### src/rtl/mcu_fetch_ctrl.sv
// mcu_fetch_ctrl: sequential imem fetch with an in-order response queue,
// redirect flush/drop and halt/resume sequencing toward decode.
// Ports: clk, rst_n (sync, active-low); imem_req_valid/ready/addr;
//   imem_rsp_valid/data; redirect_valid/pc; halt_req, halted;
//   if_valid/ready/pc/instr (queue head to decode).
module mcu_fetch_ctrl #(
  parameter logic [31:0] RESET_PC   = 32'h0000_0000,
  parameter int          FIFO_DEPTH = 2
) (
  input  logic        clk,
  input  logic        rst_n,
  output logic        imem_req_valid,
  input  logic        imem_req_ready,
  output logic [31:0] imem_req_addr,
  input  logic        imem_rsp_valid,
  input  logic [31:0] imem_rsp_data,
  input  logic        redirect_valid,
  input  logic [31:0] redirect_pc,
  input  logic        halt_req,
  output logic        halted,
  output logic        if_valid,
  input  logic        if_ready,
  output logic [31:0] if_pc,
  output logic [31:0] if_instr
);

  localparam int CW = $clog2(FIFO_DEPTH + 1);
  localparam int PW = (FIFO_DEPTH > 1) ? $clog2(FIFO_DEPTH) : 1;
  localparam logic [CW:0]   DEPTH_W = (CW+1)'(FIFO_DEPTH);
  localparam logic [CW-1:0] FULL_C  = CW'(FIFO_DEPTH);
  localparam logic [PW-1:0] LAST    = PW'(FIFO_DEPTH - 1);

  typedef enum logic [1:0] {
    BOOT,
    RUN,
    HALTING,
    HALTED
  } state_t;

  state_t state_q, state_d;

  logic [31:0]   fetch_pc_q;
  logic [31:0]   rsp_pc_q;
  logic [CW-1:0] outst_q;
  logic [CW-1:0] drop_q;
  logic [CW-1:0] count_q;
  logic [PW-1:0] wr_q;
  logic [PW-1:0] rd_q;
  logic [31:0]   pc_mem  [FIFO_DEPTH];
  logic [31:0]   ins_mem [FIFO_DEPTH];

  logic [CW:0]   used;
  logic [CW-1:0] outst_nx;
  logic [31:0]   redir_pc;
  logic          issue;
  logic          req_acc;
  logic          rsp_ok;
  logic          push;
  logic          pop;
  logic          head_vld;
  logic          unused_ok;

  function automatic logic [PW-1:0] nxt(
    input logic [PW-1:0] p
  );
    return (p == LAST) ? '0 : p + 1'b1;
  endfunction

  assign redir_pc  = {redirect_pc[31:2], 2'b00};
  assign unused_ok = ^redirect_pc[1:0];

  // Credits count both in-flight requests and
  // queued entries, so a push can never overflow.
  assign used  = {1'b0, outst_q} + {1'b0, count_q};
  assign issue = rst_n && (state_q == RUN)
              && !halt_req && !redirect_valid
              && (drop_q == '0) && (used < DEPTH_W);

  assign req_acc  = issue && imem_req_ready;
  assign rsp_ok   = imem_rsp_valid && (outst_q != '0);
  assign outst_nx = outst_q + CW'(req_acc) - CW'(rsp_ok);

  // Redirect wins over queue writes and pops.
  assign push = rsp_ok && (drop_q == '0)
             && !redirect_valid;
  assign head_vld = (count_q != '0);
  assign pop  = head_vld && if_ready
             && !redirect_valid;

  assign imem_req_valid = issue;
  assign imem_req_addr  = issue ? fetch_pc_q : '0;
  assign if_valid = rst_n && head_vld;
  assign if_pc    = if_valid ? pc_mem[rd_q] : '0;
  assign if_instr = if_valid ? ins_mem[rd_q] : '0;
  assign halted   = rst_n && (state_q == HALTED);

  always_comb begin
    state_d = state_q;
    unique case (state_q)
      BOOT: state_d = RUN;
      RUN: begin
        if (halt_req) state_d = HALTING;
      end
      HALTING: begin
        if (redirect_valid)
          state_d = halt_req ? HALTING : RUN;
        else if (outst_q == '0)
          state_d = HALTED;
      end
      HALTED: begin
        if (redirect_valid)
          state_d = halt_req ? HALTING : RUN;
      end
      default: state_d = BOOT;
    endcase
  end

  always_ff @(posedge clk) begin
    if (!rst_n) begin
      state_q    <= BOOT;
      fetch_pc_q <= RESET_PC;
      rsp_pc_q   <= RESET_PC;
      outst_q    <= '0;
      drop_q     <= '0;
      count_q    <= '0;
      wr_q       <= '0;
      rd_q       <= '0;
    end else begin
      state_q <= state_d;
      outst_q <= outst_nx;
      if (redirect_valid) begin
        // Everything still in flight belongs
        // to the old path and is discarded.
        fetch_pc_q <= redir_pc;
        rsp_pc_q   <= redir_pc;
        drop_q     <= outst_nx;
        count_q    <= '0;
        wr_q       <= '0;
        rd_q       <= '0;
      end else begin
        if (req_acc)
          fetch_pc_q <= fetch_pc_q + 32'd4;
        if (rsp_ok && (drop_q != '0))
          drop_q <= drop_q - 1'b1;
        if (push) begin
          rsp_pc_q <= rsp_pc_q + 32'd4;
          wr_q     <= nxt(wr_q);
        end
        if (pop)
          rd_q <= nxt(rd_q);
        count_q <= count_q + CW'(push)
                 - CW'(pop);
      end
    end
  end

  always_ff @(posedge clk) begin
    if (push) begin
      pc_mem[wr_q]  <= rsp_pc_q;
      ins_mem[wr_q] <= imem_rsp_data;
    end
  end

  a_no_overflow: assert property (
    @(posedge clk) disable iff (!rst_n)
    !(push && !pop && (count_q == FULL_C))
  );

endmodule

### config.mk
export PLATFORM = sky130hd
export DESIGN_NAME = mcu_fetch_ctrl
export DESIGN_NICKNAME = d
export VERILOG_FILES = /design/src/rtl/mcu_fetch_ctrl.sv
export SDC_FILE = /design/constraint.sdc
export NUM_CORES = 1
export LEC_CHECK = 0
export CAP_MARGIN = 10
export CELL_PAD_IN_SITES_DETAIL_PLACEMENT = 1
export CELL_PAD_IN_SITES_GLOBAL_PLACEMENT = 2
export CORE_ASPECT_RATIO = 1.5
export CORE_UTILIZATION = 30
export DETAILED_ROUTE_END_ITERATION = 12
export PLACE_DENSITY_LB_ADDON = 0.3
export SYNTH_ARGS = -nofsm -noshare
export SYNTH_HDL_FRONTEND = slang
export SYNTH_SLANG_ARGS = --single-unit
### constraint.sdc
create_clock -name clk -period 4.6 [get_ports clk]
set_input_delay 0.69 -clock clk [delete_from_list [all_inputs] [get_ports clk]]
set_output_delay 0.69 -clock clk [all_outputs]
set_load 0.05 [all_outputs]
==> results of run 1 <==
cells by family after synthesis:
kind of cell / share of synthesized area
buf+inv: 0.02851
fa+ha+maj: 0.01245
mux: 0.07410
simple gates: 0.1602
other cells: 0.0004337
xor+xnor: 0.05065
flops: 0.5951
compound gates: 0.07858
cell usage in the layout, fill, tap and decap left out, drive strengths merged, types with 3 or more instances in the layout:
master	instances
a21oi	57
o311ai	3
clkdlybuf4s50	69
o21a	4
nand3	25
nor2	84
and4	7
mux2i	64
clkinv	3
nor2b	3
dfxtp	71
and3	47
nor3	5
nand4	30
edfxtp	124
inv	20
xor2	34
conb	4
and2	11
xnor2	16
nor4	8
nand2	30
a31oi	8
o31ai	3
ha	7
clkbuf	21
buf	105
o21ai	38
worst max-delay path: stages (launching register included):
cell and delay, ps:
sky130_fd_sc_hd__dfxtp_1 450, sky130_fd_sc_hd__and2_1 180, sky130_fd_sc_hd__fa_1 450, sky130_fd_sc_hd__nor4b_4 260
sky130_fd_sc_hd__buf_4 330, sky130_fd_sc_hd__and3_1 290, sky130_fd_sc_hd__buf_12 160
through the flow:
step | util | area [um^2] | hold slack [ps] | setup WS [ps]
floorplan | - | 8657 | 425.6 | 69.63
global route | 0.4064 | 11440 | 482.7 | 1156
CTS | 0.4064 | 11440 | 465.4 | 1282
global placement | 0.3849 | 10840 | 436.0 | 1257
finish | 0.4064 | 11440 | 460.3 | 1323
detailed placement | 0.3849 | 10840 | 447.1 | 1199
metal layers:
metal / vias to the layer above / track usage / wire [um]
met5: - / 0 / 0
met4: 0 / 0.05922 / 410
met2: 120 / 0.3079 / 12450
met1: 3046 / 0.1842 / 9572
met3: 20 / 0.03240 / 720
li1: 3086 / - / -
power by group:
group / total, mW / internal, mW / switching (mW) / leakage [nW]
sequential: 2.10 / 2.00 / 0.0919 / 1.71
clock: 1.52 / 0.813 / 0.707 / 0.304
combinational: 0.532 / 0.216 / 0.316 / 2.06
cell type report:
class / instances / area [um^2] / share of cell area
flip-flops and latches: 195 / 5149 / 0.4500
multi-input cells: 508 / 3292 / 0.2877
repair buffers: 174 / 1917 / 0.1675
clock buffers: 21 / 505.5 / 0.04418
well taps: 346 / 432.9 / 0.03783
clock inverters: 11 / 101.3 / 0.008857
inverters: 12 / 45.04 / 0.003937
worst min path at each step:
stage                                   end  cells after the start                       from  slack, ps
floorplan           pc_mem[0][16]$_DFFE_PP_                      0  rsp_pc_q[16]$_SDFFE_PN0P_        430
global placement    pc_mem[0][16]$_DFFE_PP_                      0  rsp_pc_q[16]$_SDFFE_PN0P_        440
detailed placement  pc_mem[1][16]$_DFFE_PP_                      0  rsp_pc_q[16]$_SDFFE_PN0P_        450
CTS                 pc_mem[1][16]$_DFFE_PP_                      0  rsp_pc_q[16]$_SDFFE_PN0P_        470
global route        pc_mem[0][16]$_DFFE_PP_                      0  rsp_pc_q[16]$_SDFFE_PN0P_        480
finish              pc_mem[1][16]$_DFFE_PP_                      0  rsp_pc_q[16]$_SDFFE_PN0P_        460
flip-flops by register name, summed over array words and instances (netlist names), 2 cells and up, named ones only:
name        flops
state_q         2
pc_mem         60
ins_mem        64
count_q         2
drop_q          2
fetch_pc_q     30
rsp_pc_q       30
outst_q         2
==> impl_metrics.yaml, run 1 <==
sta:
  clock-skew-final_ps: 10.63
  final_count_of_negative_setup_slack_endpoints: 0
  layout_min_cycle_time_ps: 3277
  totalNegativeSetupSlack_ps: 0
  tightest_slew_ps: 970.9
  share_of_the_cycle_needed_by_the_critical_path_after_routing: 0.7125
  report.final.hold_viol_count: 0
  unrepaired_setup_endpoints_after_global_routing: "no"
  timing.max_slew.rel_slack: 0.3492
  slew_violations: 0
  fmaxAchievable_mhz: 305.1
critical_path:
  required_ps: 3910
  regToRegSetupSlack_ps: 1430
  timing.critical_path.arrival_ps: 2590
  crit_path_end: "imem_req_addr[17]"
  worstSetupStartpoint: "outst_q[0]$_SDFF_PN0_"
  r2r-start: "outst_q[0]$_SDFF_PN0_"
  rr_endpoint: "drop_q[1]$_SDFFE_PN0P_"
  worstPathMaxFanout: 34
  r2r.worst_path.cells: 13
  setup.worst_path.start_class: "flip-flop"
  timing.critical_path.to_type: "output pin"
  critical_path_class: "flip-flop to output pin"
job:
  max_cap_viol_count: 0
die:
  chipWidth_um: 140.6
  floorplan.rows: 75
  design.core.area_mm2: 0.02815
  die_height_um: 209.9
  io_pins: 170
  start_util: 0.3071
  total_die_area_mm2: 0.02952
drt:
  routedWlPerCell_um: 18.28
  iter_0_drt_violations: 219
  num_vias: 6272
  drt_drc_violations_left: 0
  number_of_optimization_iterations_in_the_first_detailed_route_pass: 4
  via_count_normalized_by_instance_count: 4.950
  aggregate_routed_wire_length_um: 23160
  postRouteAntennaNets: 0
global_route:
  wire_length_of_the_first_global_routing_pass_um: 37000
  grt_remaining_overflow: 0
  grt_max_degree: 84
  first_global_vias: 6714
  grt_antenna_before_repair: 0
  overall_routing_resource_usage: 0.1652
status:
  status: "complete, no violations"
synth:
  post-synth-top-count-cell: "sky130_fd_sc_hd__edfxtp_1"
  seq_area_frac_synth: 0.5951
  async_reset_ff_frac: 0
  ys_types: 50
  yosys-top-cells-count: "sky130_fd_sc_hd__edfxtp_1, sky130_fd_sc_hd__nor2_1, sky130_fd_sc_hd__dfxtp_1"
  synth_cells: 758
  synth_flop_cell: "sky130_fd_sc_hd__edfxtp_1"
  ys_seq_elements: 195
  synth-edff-count: 124
  post_synthesis_cell_type_with_the_largest_combined_area: "sky130_fd_sc_hd__edfxtp_1"
  synth_area_leaders: "sky130_fd_sc_hd__edfxtp_1, sky130_fd_sc_hd__dfxtp_1, sky130_fd_sc_hd__mux2i_1"
  yosysWarnings: 0
  synth_largest_type_area_fraction: 0.4307
  syn_area_per_cell_um2: 11.41
  mappedNetlistArea_mm2: 0.008646
placed_design:
  finalWeightedCongestion: 0.7774
  buffer_ports.inserted: 163
  placedCellCount: 1235
  dp.final_hpwl_um: 16290
final_layout:
  post_route_cells_drive_above_1_share: 0.1618
  layout-area-overhead-vs-synth_pct: 32.34
  diodes: 0
  layout.nets: 987
  n_fill_cell: 3036
  final_cells: 1267
cts:
  tritoncts_buffers: 17
  htreeDepth: 4
  tritoncts_num_sinks: 195
  clock_insertion_delay_worst_skew_ps: 460
  cts_tree: "built"
  hold_buffers: 0
  cts.repair.resized: 0
  clk_pin_slew_ps: 70
  clk_root_buffer_cell: "sky130_fd_sc_hd__clkbuf_16"
  cts-root-to-sink-buffers: 2
  post-cts-setup-buffer-count: 0
worst_hold_path:
  timing.hold.worst.class: "flip-flop to flip-flop"
pwr:
  p_leak_nw: 4.083
  power.total_mw: 4.147
  power_density_mw_per_mm2: 362.5
  vdd_ir_drop_max_uv: 231.5
Power figures use the tool's default switching activity.
==> inputs of run 2 (changes only) <==
Clock period 4.6 ns to 2.9 ns, I/O delays scaled along.
==> run 2 against run 1 <==
  * Hold slack better by 16 ps
  * Register-to-register slack got worse by 1400 ps
  * Critical endpoint is now imem_req_addr[30]
  * First-iteration DRC count is 0.91% lower
  * Flip-flop and latch count unchanged
  * Combinational power up 94%
  * Non-clock buffer count grew 18
  * Sequential share of layout area shrank 4.0 points
  * Via count is 0.33% higher
  * Clock power rose by 47%
  * Highest routed layer unchanged
==> impl_metrics.yaml, run 2 (synthesis gave the netlist of run 1 again) <==
critical_path:
  critical-path-slowest-cell: "sky130_fd_sc_hd__fa_1"
  r2r.worst_path.cells: 13
  crit_path_cell_trace: "and2_4 -> fa_1 -> nor4b_4 -> buf_6 -> buf_12 -> and3_4 -> buf_12"
  regToRegSetupSlack_ps: 40
  timing.critical_path.mode_cell: "sky130_fd_sc_hd__buf_12"
  critical_path_class: "flip-flop to output pin"
  worstSetupStartpoint: "count_q[0]$_SDFF_PP0_"
  rr_endpoint: "drop_q[1]$_SDFFE_PN0P_"
  crit_path_end: "imem_req_addr[30]"
  timing.critical_path.arrival_ps: 2430
  r2r-start: "count_q[0]$_SDFF_PP0_"
  required_ps: 2470
  delay_contributed_by_the_slowest_stage_of_the_critical_path_ps: 520
  timing.critical_path.to_type: "output pin"
  setup.worst_path.start_class: "flip-flop"
  worstPathMaxFanout: 17
cts:
  cts-root-to-sink-buffers: 2
  cts_tree: "built"
  clk_pin_slew_ps: 70
  clk_root_buffer_cell: "sky130_fd_sc_hd__clkbuf_16"
  tritoncts_num_sinks: 195
  htreeDepth: 4
  tritoncts_buffers: 17
  hold_buffers: 0
  clock_insertion_delay_worst_skew_ps: 440
die:
  io_pins: 170
  die_height_um: 209.9
  design.core.area_mm2: 0.02815
  total_die_area_mm2: 0.02952
  floorplan.rows: 75
  chipWidth_um: 140.6
  start_util: 0.3071
sta:
  timing.max_slew.rel_slack: 0.4431
  fmaxAchievable_mhz: 348.5
  share_of_the_cycle_needed_by_the_critical_path_after_routing: 0.9894
  tightest_slew_ps: 832.2
  clock-skew-final_ps: 12.31
  final_count_of_negative_setup_slack_endpoints: 0
  slew_violations: 0
  unrepaired_setup_endpoints_after_global_routing: "yes"
  report.final.hold_viol_count: 0
  layout_min_cycle_time_ps: 2869
  fin_ws_ps: 30.80
drt:
  iter_0_drt_violations: 217
  wire_length_on_met2_um: 12420
  top_signal_layer_used: "met4"
  postRouteAntennaNets: 0
  routedWlPerCell_um: 18.09
  via_count_normalized_by_instance_count: 4.897
  number_of_optimization_iterations_in_the_first_detailed_route_pass: 4
  num_vias: 6293
  met1Wirelength_um: 9605
  wire_length_on_met3_um: 681
  drt_drc_violations_left: 0
  aggregate_routed_wire_length_um: 23250
final_layout:
  largest-register: "ins_mem"
  layout-area-overhead-vs-synth_pct: 45.47
  layout.cells.most_common: "sky130_fd_sc_hd__edfxtp_1"
  largest_register_ffs: 64
  postLayoutCellArea_mm2: 0.01258
  final_cells: 1285
  post_route_cells_drive_above_1_share: 0.2141
  layout.nets: 1005
  n_fill_cell: 2904
  mostFrequentLayoutCells: "sky130_fd_sc_hd__edfxtp_1, sky130_fd_sc_hd__buf_12, sky130_fd_sc_hd__nor2_1"
  diodes: 0
  area_of_combinational_cells_with_multiple_inputs_mm2: 0.003503
  largestRegisters: "ins_mem: 64 flops, pc_mem: 60 flops"
  seqCellArea_mm2: 0.005152
placed_design:
  detailedPlace.worstSlack_ps: 155.0
  dpl_cell_area_mm2: 0.01174
  placedCellCount: 1247
  dp.final_hpwl_um: 16260
  buffer_ports.inserted: 163
  finalWeightedCongestion: 0.7551
worst_hold_path:
  timing.hold.worst.class: "flip-flop to flip-flop"
global_route:
  grt_remaining_overflow: 0
  grt_antenna_before_repair: 0
  first_global_vias: 6619
  wire_length_of_the_first_global_routing_pass_um: 36960
  overall_routing_resource_usage: 0.1644
  grt_max_degree: 84
status:
  status: "complete, no violations"
pwr:
  vdd_ir_drop_max_uv: 380.8
  power_density_mw_per_mm2: 523.8
  p_leak_nw: 4.263
job:
  max_cap_viol_count: 0
[run 2: cell types whose count changed in the layout (fill, tap and decap cells not counted), sizes merged]
cell and delta:
clkinvlp +3, clkinv +2, buf +19, bufinv +1
clkdlybuf4s50 -1, clkbuf +1, inv -7
[run 2: worst min-delay path by stage]
stage / startpoint / endpoint / slack, ps / depth (start not counted)
5_1_grt: rsp_pc_q[16]$_SDFFE_PN0P_ / pc_mem[1][16]$_DFFE_PP_ / 490 / 0
6_report: rsp_pc_q[16]$_SDFFE_PN0P_ / pc_mem[0][16]$_DFFE_PP_ / 480 / 0
3_3_place_gp: rsp_pc_q[16]$_SDFFE_PN0P_ / pc_mem[0][16]$_DFFE_PP_ / 430 / 0
3_5_place_dp: rsp_pc_q[16]$_SDFFE_PN0P_ / pc_mem[1][16]$_DFFE_PP_ / 460 / 0
4_1_cts: rsp_pc_q[16]$_SDFFE_PN0P_ / pc_mem[0][16]$_DFFE_PP_ / 480 / 0
2_1_floorplan: rsp_pc_q[16]$_SDFFE_PN0P_ / pc_mem[0][16]$_DFFE_PP_ / 430 / 0
[run 2: cell type report]
type	count	share of cell area
repair buffers	192	0.2299
well taps	346	0.03442
multi-input cells	508	0.2786
inverters	12	0.003780
clock buffers	22	0.03701
flip-flops and latches	195	0.4097
clock inverters	10	0.006665
[run 2: routing by layer]
layer,track usage,vias to the layer above
met3,0.02578,28
met4,0.07121,0
met5,0,-
met2,0.2999,135
li1,-,3109
met1,0.1882,3021
[run 2: per-stage QoR]
| stage | total power [mW] | TNS [ps] | hold WS, ps | util |
|---|---|---|---|---|
| final | 6.588 | 0 | 475.8 | 0.4468 |
| after global routing | 6.876 | -1581 | 494.8 | 0.4468 |
| after CTS | 6.611 | 0 | 480.2 | 0.4372 |
| after detailed placement | 4.331 | 0 | 463.6 | 0.4169 |
| after global placement | 4.305 | 0 | 433.3 | 0.4169 |
| after floorplan | 3.867 | -45620 | 425.6 | - |
[run 2: timing repair]
action | 4_1_cts | 5_1_grt
gates cloned | 1 | 0
pin swaps | 1 | 8
resized for setup | 4 | 47
endpoints found under the setup margin | 31 | 33
buffers inserted | 1 | 4
[run 2: where the power goes]
part           leakage, nW  switching (mW)  internal, mW
logic                 2.29           0.569         0.465
clock network        0.261            1.02          1.23
registers             1.72           0.130          3.18
[run 2: critical path: cells and delay by family, from the launching register on]
kind	cells	cell delay (ps)
buf+inv	3	480
simple gates	3	640
flops	1	350
fa+ha+maj	1	520
